## config.mk

```make
export PLATFORM = sky130hd
export DESIGN_NAME = fetch_ctrl
export DESIGN_NICKNAME = d
export VERILOG_FILES = /design/src/rtl/fetch_ctrl.sv
export SDC_FILE = /design/constraint.sdc
export NUM_CORES = 1
export LEC_CHECK = 0
export CORE_AREA = 2 2 117 204
export CTS_CLUSTER_SIZE = 25
export DETAILED_ROUTE_END_ITERATION = 12
export DIE_AREA = 0 0 119 206
export PLACE_DENSITY = 0.76
export SYNTH_ARGS = -nofsm -noshare
export SYNTH_HDL_FRONTEND = slang
export SYNTH_SLANG_ARGS = --single-unit
```

## constraint.sdc

```tcl
create_clock -name clk -period 2 [get_ports clk]
set_input_delay 0.2 -clock clk [delete_from_list [all_inputs] [get_ports clk]]
set_output_delay 0.2 -clock clk [all_outputs]
set_load 0.03 [all_outputs]
```

## src/rtl/fetch_ctrl.sv

```systemverilog
// fetch_ctrl: instruction fetch sequencer for a synchronous (1-cycle) memory,
// with a 2-entry output buffer, redirect flush and run/drain control.
`default_nettype none
`timescale 1ns/1ps

module fetch_ctrl #(
  parameter logic [31:0] RESET_PC  = 32'h0000_0000,
  parameter int          MEM_WORDS = 1024
) (
  input  logic        clk,
  input  logic        rst_n,
  input  logic        run_en,
  input  logic        redirect_valid,
  input  logic [31:0] redirect_pc,
  output logic [31:0] i_addr,
  input  logic [31:0] instruction,
  output logic        out_valid,
  input  logic        out_ready,
  output logic [31:0] out_pc,
  output logic [31:0] out_instr
);

  localparam logic [31:0] LAST_PC = 32'(4 * MEM_WORDS - 4);

  typedef enum logic [0:0] {
    IDLE = 1'b0,
    RUN  = 1'b1
  } state_t;

  state_t      state_q, state_d;
  logic [31:0] fetch_pc_q, fetch_pc_d;
  logic        inflight_q, inflight_d;
  logic [31:0] inflight_pc_q, inflight_pc_d;
  logic [1:0]  count_q, count_d;
  logic        out_valid_q, out_valid_d;
  logic [31:0] out_pc_q, out_pc_d;
  logic [31:0] out_instr_q, out_instr_d;
  logic [31:0] tail_pc_q, tail_pc_d;
  logic [31:0] tail_instr_q, tail_instr_d;

  logic [31:0] target_pc;
  logic [31:0] issue_addr;
  logic [31:0] next_pc;
  logic        pop;
  logic        slot_ok;
  logic        issue;
  logic        unused_low_bits;

  assign unused_low_bits = ^redirect_pc[1:0];

  always_comb begin
    target_pc  = {redirect_pc[31:2], 2'b00};
    issue_addr = redirect_valid ? target_pc : fetch_pc_q;
    next_pc    = (issue_addr == LAST_PC) ? 32'h0 : issue_addr + 32'd4;
    pop        = out_valid_q && out_ready;

    // A redirect empties both buffer and in-flight slot, so a slot is always free.
    if (redirect_valid) begin
      slot_ok = 1'b1;
    end else begin
      slot_ok = ({1'b0, count_q} + {2'b00, inflight_q}) < (3'd2 + {2'b00, pop});
    end
    issue = run_en && slot_ok;

    if (run_en) begin
      state_d = RUN;
    end else if (redirect_valid) begin
      state_d = state_q;
    end else begin
      state_d = IDLE;
    end

    fetch_pc_d    = issue ? next_pc : issue_addr;
    inflight_d    = issue;
    inflight_pc_d = issue ? issue_addr : inflight_pc_q;

    count_d      = count_q;
    out_pc_d     = out_pc_q;
    out_instr_d  = out_instr_q;
    tail_pc_d    = tail_pc_q;
    tail_instr_d = tail_instr_q;
    if (redirect_valid) begin
      count_d = 2'd0;
    end else begin
      if (pop) begin
        out_pc_d    = tail_pc_q;
        out_instr_d = tail_instr_q;
        count_d     = count_d - 2'd1;
      end
      if (inflight_q) begin
        if (count_d == 2'd0) begin
          out_pc_d    = inflight_pc_q;
          out_instr_d = instruction;
        end else begin
          tail_pc_d    = inflight_pc_q;
          tail_instr_d = instruction;
        end
        count_d = count_d + 2'd1;
      end
    end
    out_valid_d = (count_d != 2'd0);
  end

  always_ff @(posedge clk or negedge rst_n) begin
    if (!rst_n) begin
      state_q       <= IDLE;
      fetch_pc_q    <= RESET_PC;
      inflight_q    <= 1'b0;
      inflight_pc_q <= 32'h0;
      count_q       <= 2'd0;
      out_valid_q   <= 1'b0;
      out_pc_q      <= 32'h0;
      out_instr_q   <= 32'h0;
      tail_pc_q     <= 32'h0;
      tail_instr_q  <= 32'h0;
    end else begin
      state_q       <= state_d;
      fetch_pc_q    <= fetch_pc_d;
      inflight_q    <= inflight_d;
      inflight_pc_q <= inflight_pc_d;
      count_q       <= count_d;
      out_valid_q   <= out_valid_d;
      out_pc_q      <= out_pc_d;
      out_instr_q   <= out_instr_d;
      tail_pc_q     <= tail_pc_d;
      tail_instr_q  <= tail_instr_d;
    end
  end

  assign i_addr    = issue_addr;
  assign out_valid = out_valid_q;
  assign out_pc    = out_pc_q;
  assign out_instr = out_instr_q;

endmodule

`default_nettype wire

```

==> impl_metrics.tcl, run 1 <==
set metrics [dict create \
    critPathLaunch "count_q[0]$_DFF_PN0_" \
    power.density_nw_per_um2 1380 \
    syn_avg_cell_area_sq_um 11.3 \
    ir_drop_mv 0.652 \
    seq_power_share 0.365 \
    ys_types 65 \
    ioPinCount 166 \
    antenna_found_initial 0 \
    ys.flop_type "dfrtp_1" \
    numCtsBuffers 17 \
    hold_violations 0 \
    die_h_um 206 \
    synthArstFlopShare 1.00 \
    grt_use_met2 0.345 \
    combPwrFrac 0.446 \
    final_cell_mix "dfrtp_1, clkdlybuf4s50_1, nand2_1" \
    intPower_mw 11.2 \
    layout_commonest_cell "dfrtp_1" \
    cp-start-kind "flop" \
    drtIter0Drc 406 \
    nets 1117 \
    endpoint "fetch_pc_q[25]$_DFF_PN0_" \
    rr_worst_depth 9 \
    fmax_ghz 0.482 \
    synth_nets 869 \
    drc 0 \
    swShare 0.372 \
    clock-skew-final_ns 0.00868 \
    layout_min_cycle_time_ns 2.08 \
    worstPathRequired_ns 2.37 \
    initial_core_util 0.389 \
    drive_gt1_frac 0.277 \
    setup_viol 60 \
    cap_viol_max_count 0 \
    grt_usage 0.195 \
    grt_pass1_wl_um 37500 \
    synth_seq_cells 196 \
    crit_buf_inv 2 \
    synth.yosys.seq_area_share 0.547 \
    grt-busiest-layer "met2" \
    grt_max_degree 62 \
    tns_ns -1.59 \
    drt-total-wl_um 25900 \
    whs_ns 0.215 \
    crit_cells 9 \
    dp_cells 1308 \
    grtUsageMet3 0.0334 \
    port-buffer-count 163 \
    avgViaCountPerCell 5.26 \
    clock_path_buffers 2 \
    cts_root_buf "clkbuf_16" \
    die_w_um 119 \
    hold_class "in -> reg" \
    clockPowerShare 0.189 \
    slowest_delay_ns 0.44 \
    tightest_slew_ns 0.560 \
    regToRegEndpoint "fetch_pc_q[25]$_DFF_PN0_" \
    ant_nets 0 \
    final_util 0.562 \
    crit_chain "ha_4 -> ha_4 -> and4bb_2 -> o31ai_4 -> inv_4 -> nand3_4 -> buf_12 -> a2111oi_4 -> xnor2_1" \
    fin_crit_sh 1.04 \
    avgRoutedWirePerCell_um 19.0 \
    gp_congestion 0.853 \
    status "finished with violations" \
    row_count 74 \
    dp_hpwl_um 17600 \
    grt_overflow 0 \
    worst_ep_arrival_time_ns 2.45 \
    reg2reg_from "count_q[0]$_DFF_PN0_" \
    use_met1 0.214 \
    instances_no_fill 1361 \
    n_fill_cell 1878 \
    worstSetupEndpointType "flop" \
    crit_top_cell "ha_4" \
    fin_ws_ns -0.0756 \
    synth_edf_count 0 \
    power_switching_mw 6.64 \
    cts_tree "yes" \
    slowest_stage "dfrtp_1" \
    area_growth_pct 44.5 \
    core_sq_um 23100 \
    p_leak_nw 5.78 \
    regToRegSetupSlack_ns -0.08 \
    drv_slew 0 \
    yosysWarnings 0 \
    htreeDepth 4 \
    slew_headroom 0.627 \
    grt_setup_unrepaired "yes" \
    violations "setup timing" \
    grt_pass1_vias 7205 \
    cp_max_fo 6 \
    first_pass_iters 5 \
    path_clk_slew_ns 0.08 \
    syn_area_sq_um 8960 \
    antennaDiodeCount 0 \
    insertion_delay_ns 0.44 \
    critical-path-top-delay-family "flip-flops" \
    die-area_sq_um 24500 \
    crit_type "reg -> reg" \
    dr_total_vias 7155 \
    cts.sinks 196 \
    netlist_instances 796 \
    p_total_mw 17.8 \
]
## flip-flops by register name (all words and copies together) (netlist names)
| register | flops |
|---|---|
| count_q | 2 |
| fetch_pc_q | 32 |
| inflight_pc_q | 32 |
| inflight_q | 1 |
| out_instr | 32 |
| out_pc | 32 |
| out_valid | 1 |
| tail_instr_q | 32 |
| tail_pc_q | 32 |
## worst register-to-register path: stages, from the launching register on
cell and delay (ns):
dfrtp_1 0.44, ha_4 0.20, ha_4 0.16, and4bb_2 0.31, o31ai_4 0.09, inv_4 0.15, nand3_4 0.12, buf_12 0.17
a2111oi_4 0.21, xnor2_1 0.15
## cell families (layout without fill, tap and decap cells)
logic type,Yosys count,count (layout),synth area share
compound gates,185,185,0.135
simple gates,210,210,0.130
fa+ha+maj,4,4,0.00558
xor+xnor,27,27,0.0264
flops,196,196,0.547
buf+inv,82,343,0.0426
mux,92,92,0.113
## repair_timing
item / in CTS / in global routing
pin swaps: 1 / 12
setup endpoints to repair: 44 / 169
hold endpoints to repair: 56 / 0
resized for setup: 20 / 107
buffers inserted: 3 / 8
cloned: 0 / 9
hold buffers: 1 / 0
## how the worst min path moves through the flow
| stage | from | end | cells after the start |
|---|---|---|---|
| floorplan | rst_n | count_q[0]$_DFF_PN0_ | 0 |
| global route | redirect_valid | fetch_pc_q[1]$_DFF_PN0_ | 3 |
| global placement | rst_n | out_instr[25]$_DFFE_PN0N_ | 1 |
| CTS | redirect_valid | fetch_pc_q[1]$_DFF_PN0_ | 3 |
| finish | redirect_valid | fetch_pc_q[1]$_DFF_PN0_ | 3 |
| detailed placement | rst_n | out_instr[25]$_DFFE_PN0N_ | 1 |
## layer usage
metal	up-vias	share of wire
li1	3298	-
met2	215	0.55
met1	3564	0.36
met5	-	0
met4	0	0.058
met3	78	0.030
## layout make-up
cell class / instances / area, sq um / share of cell area
timing repair buffer: 280 / 2880 / 0.223
sequential: 196 / 4910 / 0.379
clock buffer: 18 / 429 / 0.0331
multi-input combinational: 518 / 4090 / 0.316
clock inverter: 14 / 144 / 0.0111
tap: 304 / 380 / 0.0294
inverter: 31 / 119 / 0.00918
## per-stage QoR
| step | setup slack [ns] | area, sq um |
|---|---|---|
| 2_1_floorplan | -0.0438 | 9010 |
| 3_3_place_gp | -0.223 | 11600 |
| 3_5_place_dp | -0.275 | 11600 |
| 4_1_cts | -0.0143 | 12300 |
| 5_1_grt | -0.131 | 12900 |
| 6_report | -0.0756 | 12900 |
## power groups by stage
stage	Sequential, mW	Combinational (mW)	Clock, mW
after CTS	6.40	7.04	3.43
after global routing	6.68	8.52	3.62
after detailed placement	6.47	7.00	0
after floorplan	7.35	3.04	0
after global placement	6.38	6.82	0
final	6.50	7.96	3.37
## cell usage after synthesis, types with 6 or more instances
library cell    n  share of area
dfrtp_1       196           0.55
nand2_1       127          0.053
o21ai_0        96          0.054
a22oi_1        65          0.054
mux2_2         65          0.082
clkbuf_1       31          0.013
inv_1          30          0.013
xnor2_1        24          0.023
mux2i_1        23          0.026
nor2_1         14         0.0059
nand3_1        11         0.0061
buf_2          10         0.0056
nor4_1          7         0.0049
a21oi_1         6         0.0034
No activity file was read; power rests on OpenSTA's default activity.
==> inputs of run 2 (changes only) <==
==> config.mk (replaced) <==
export PLATFORM = sky130hd
export DESIGN_NAME = fetch_ctrl
export DESIGN_NICKNAME = d
export VERILOG_FILES = /design/src/rtl/fetch_ctrl.sv
export SDC_FILE = /design/constraint.sdc
export NUM_CORES = 1
export LEC_CHECK = 0
export CORE_AREA = 2 2 107 186
export CTS_CLUSTER_SIZE = 25
export DETAILED_ROUTE_END_ITERATION = 12
export DIE_AREA = 0 0 109 188
export PLACE_DENSITY = 0.87
export SYNTH_ARGS = -nofsm -noshare
export SYNTH_HDL_FRONTEND = slang
export SYNTH_SLANG_ARGS = --single-unit
==> run 2 against run 1 <==
Effect of this change: the run still ends with setup timing left; critical path depth rose by 1; non-clock buffer count fell by 18; flip-flop and latch count unchanged; critical path type unchanged; largest power group unchanged.
==> impl_metrics.tcl, run 2 (synthesis gave the netlist of run 1 again) <==
set metrics [dict create \
    status "finished with violations" \
    violations "setup timing" \
    gp_congestion 0.945 \
    endpoint "fetch_pc_q[11]$_DFF_PN0_" \
    numCtsBuffers 17 \
    multiInputGateArea_sq_um 4230 \
    fin_ws_ns -0.142 \
    cap_viol_max_count 0 \
    cts.sinks 196 \
    drc 0 \
    slowest_delay_ns 0.43 \
    worstSetupEndpointType "flop" \
    cts_root_buf "clkbuf_16" \
    final_util 0.681 \
    port-buffer-count 163 \
    area_growth_pct 44.6 \
    ir_drop_mv 0.785 \
    clock_path_buffers 2 \
    antennaDiodeCount 0 \
    final_cell_mix "dfrtp_1, clkdlybuf4s50_1, nand2_1" \
    insertion_delay_ns 0.44 \
    grt_overflow 0 \
    hp-start "redirect_valid" \
    critical-path-top-delay-family "simple AND/OR/NAND/NOR gates" \
    regToRegEndpoint "fetch_pc_q[11]$_DFF_PN0_" \
    n_fill_cell 1310 \
    reg2reg_from "count_q[0]$_DFF_PN0_" \
    crit_cells 10 \
    avgViaCountPerCell 5.71 \
    die_w_um 109 \
    crit_type "reg -> reg" \
    dp_hpwl_um 17200 \
    grt_pass1_wl_um 37300 \
    grt_pass1_vias 7263 \
    seq_area_sq_um 4910 \
    critPathLaunch "count_q[0]$_DFF_PN0_" \
    initial_core_util 0.471 \
    drv_slew 0 \
    tightest_slew_ns 0.523 \
    grt_setup_unrepaired "yes" \
    dp_slack_ns -0.446 \
    drive_gt1_frac 0.295 \
    p_total_mw 18.6 \
    slowest_stage "dfrtp_1" \
    htreeDepth 4 \
    hold_violations 0 \
    antenna_found_initial 0 \
    nets 1099 \
    cts_tree "yes" \
    cp_max_fo 11 \
    worst_ep_arrival_time_ns 2.46 \
    first_pass_iters 5 \
    setup_viol 98 \
    drtIter0Drc 686 \
    crit_chain "ha_4 -> ha_4 -> and4bb_2 -> o31ai_4 -> inv_2 -> buf_4 -> buf_8 -> nand4_1 -> xnor2_1 -> a21oi_1" \
    path_clk_slew_ns 0.07 \
    die-area_sq_um 20500 \
    regToRegSetupSlack_ns -0.14 \
    worstPathRequired_ns 2.32 \
    p_leak_nw 5.69 \
    clock-skew-final_ns 0.0105 \
    grt_max_degree 62 \
    fmax_ghz 0.467 \
    crit_buf_inv 3 \
    drt-total-wl_um 27000 \
    ant_nets 0 \
    row_count 67 \
    fin_crit_sh 1.07 \
    die_h_um 188 \
    dr_total_vias 7312 \
    avgRoutedWirePerCell_um 21.1 \
    rr_worst_depth 10 \
    crit_top_cell "ha_4" \
    layout_min_cycle_time_ns 2.14 \
    slew_headroom 0.651 \
    ioPinCount 166 \
    hold_class "in -> reg" \
    whs_ns 0.284 \
    power.density_nw_per_um2 1430 \
    core_sq_um 19000 \
    instances_no_fill 1280 \
    cp-start-kind "flop" \
    layout_commonest_cell "dfrtp_1" \
    dp_cells 1224 \
    grt_usage 0.236 \
]
==> run 2: cell types whose count changed in the layout (fill, tap and decap cells not counted), sizes merged, moves of 2 or more <==
| cell | delta |
|---|---|
| buf | -22 |
| clkdlybuf4s50 | +2 |
| clkinv | -2 |
| dlymetal6s2s | +3 |
| bufinv | +2 |
| clkbuf | +2 |
==> run 2: how the worst min path moves through the flow <==
stage,to,depth (start not counted),slack [ns]
2_1_floorplan,count_q[0]$_DFF_PN0_,0,-0.1
3_3_place_gp,fetch_pc_q[25]$_DFF_PN0_,1,0.21
3_5_place_dp,fetch_pc_q[25]$_DFF_PN0_,1,0.21
4_1_cts,fetch_pc_q[0]$_DFF_PN0_,3,0.27
5_1_grt,fetch_pc_q[0]$_DFF_PN0_,3,0.29
6_report,fetch_pc_q[0]$_DFF_PN0_,3,0.28
==> run 2: final cells by class <==
type	count	share of cell area
clock inverter	12	0.0130
sequential	196	0.379
timing repair buffer	262	0.215
multi-input combinational	518	0.326
clock buffer	20	0.0345
inverter	31	0.00898
tap	241	0.0233
==> run 2: per-layer routing <==
layer	global-route usage	wire length (um)
met5	0	0
met4	0.132	1480
met2	0.423	14800
met3	0.0365	1210
met1	0.257	9440
==> run 2: timing repair <==
| item | 4_1_cts | 5_1_grt |
|---|---|---|
| hold buffers | 1 | 0 |
| buffers inserted | 4 | 9 |
| resized for setup | 40 | 147 |
| hold endpoints to repair | 53 | 0 |
| cloned | 1 | 9 |
| endpoints found under the setup margin | 146 | 149 |
| pin swaps | 7 | 16 |
==> run 2: through the flow <==
step	cell area, sq um	TNS [ns]
finish	13000	-5.74
floorplan	9010	-2.72
global placement	11400	-29.39
global route	13000	-16.64
detailed placement	11400	-37.03
CTS	12200	-3.10
==> run 2: worst min-delay path, stage by stage <==
cell	delay, ns
buf_4	0.18
buf_12	0.19
nor2b_1	0.11
==> run 2: where the power goes <==
group          internal [mW]  switching [mW]  leakage, nW
Sequential              5.50            1.15         2.41
Clock                   2.03            1.56        0.299
Combinational           4.05            4.29         2.98
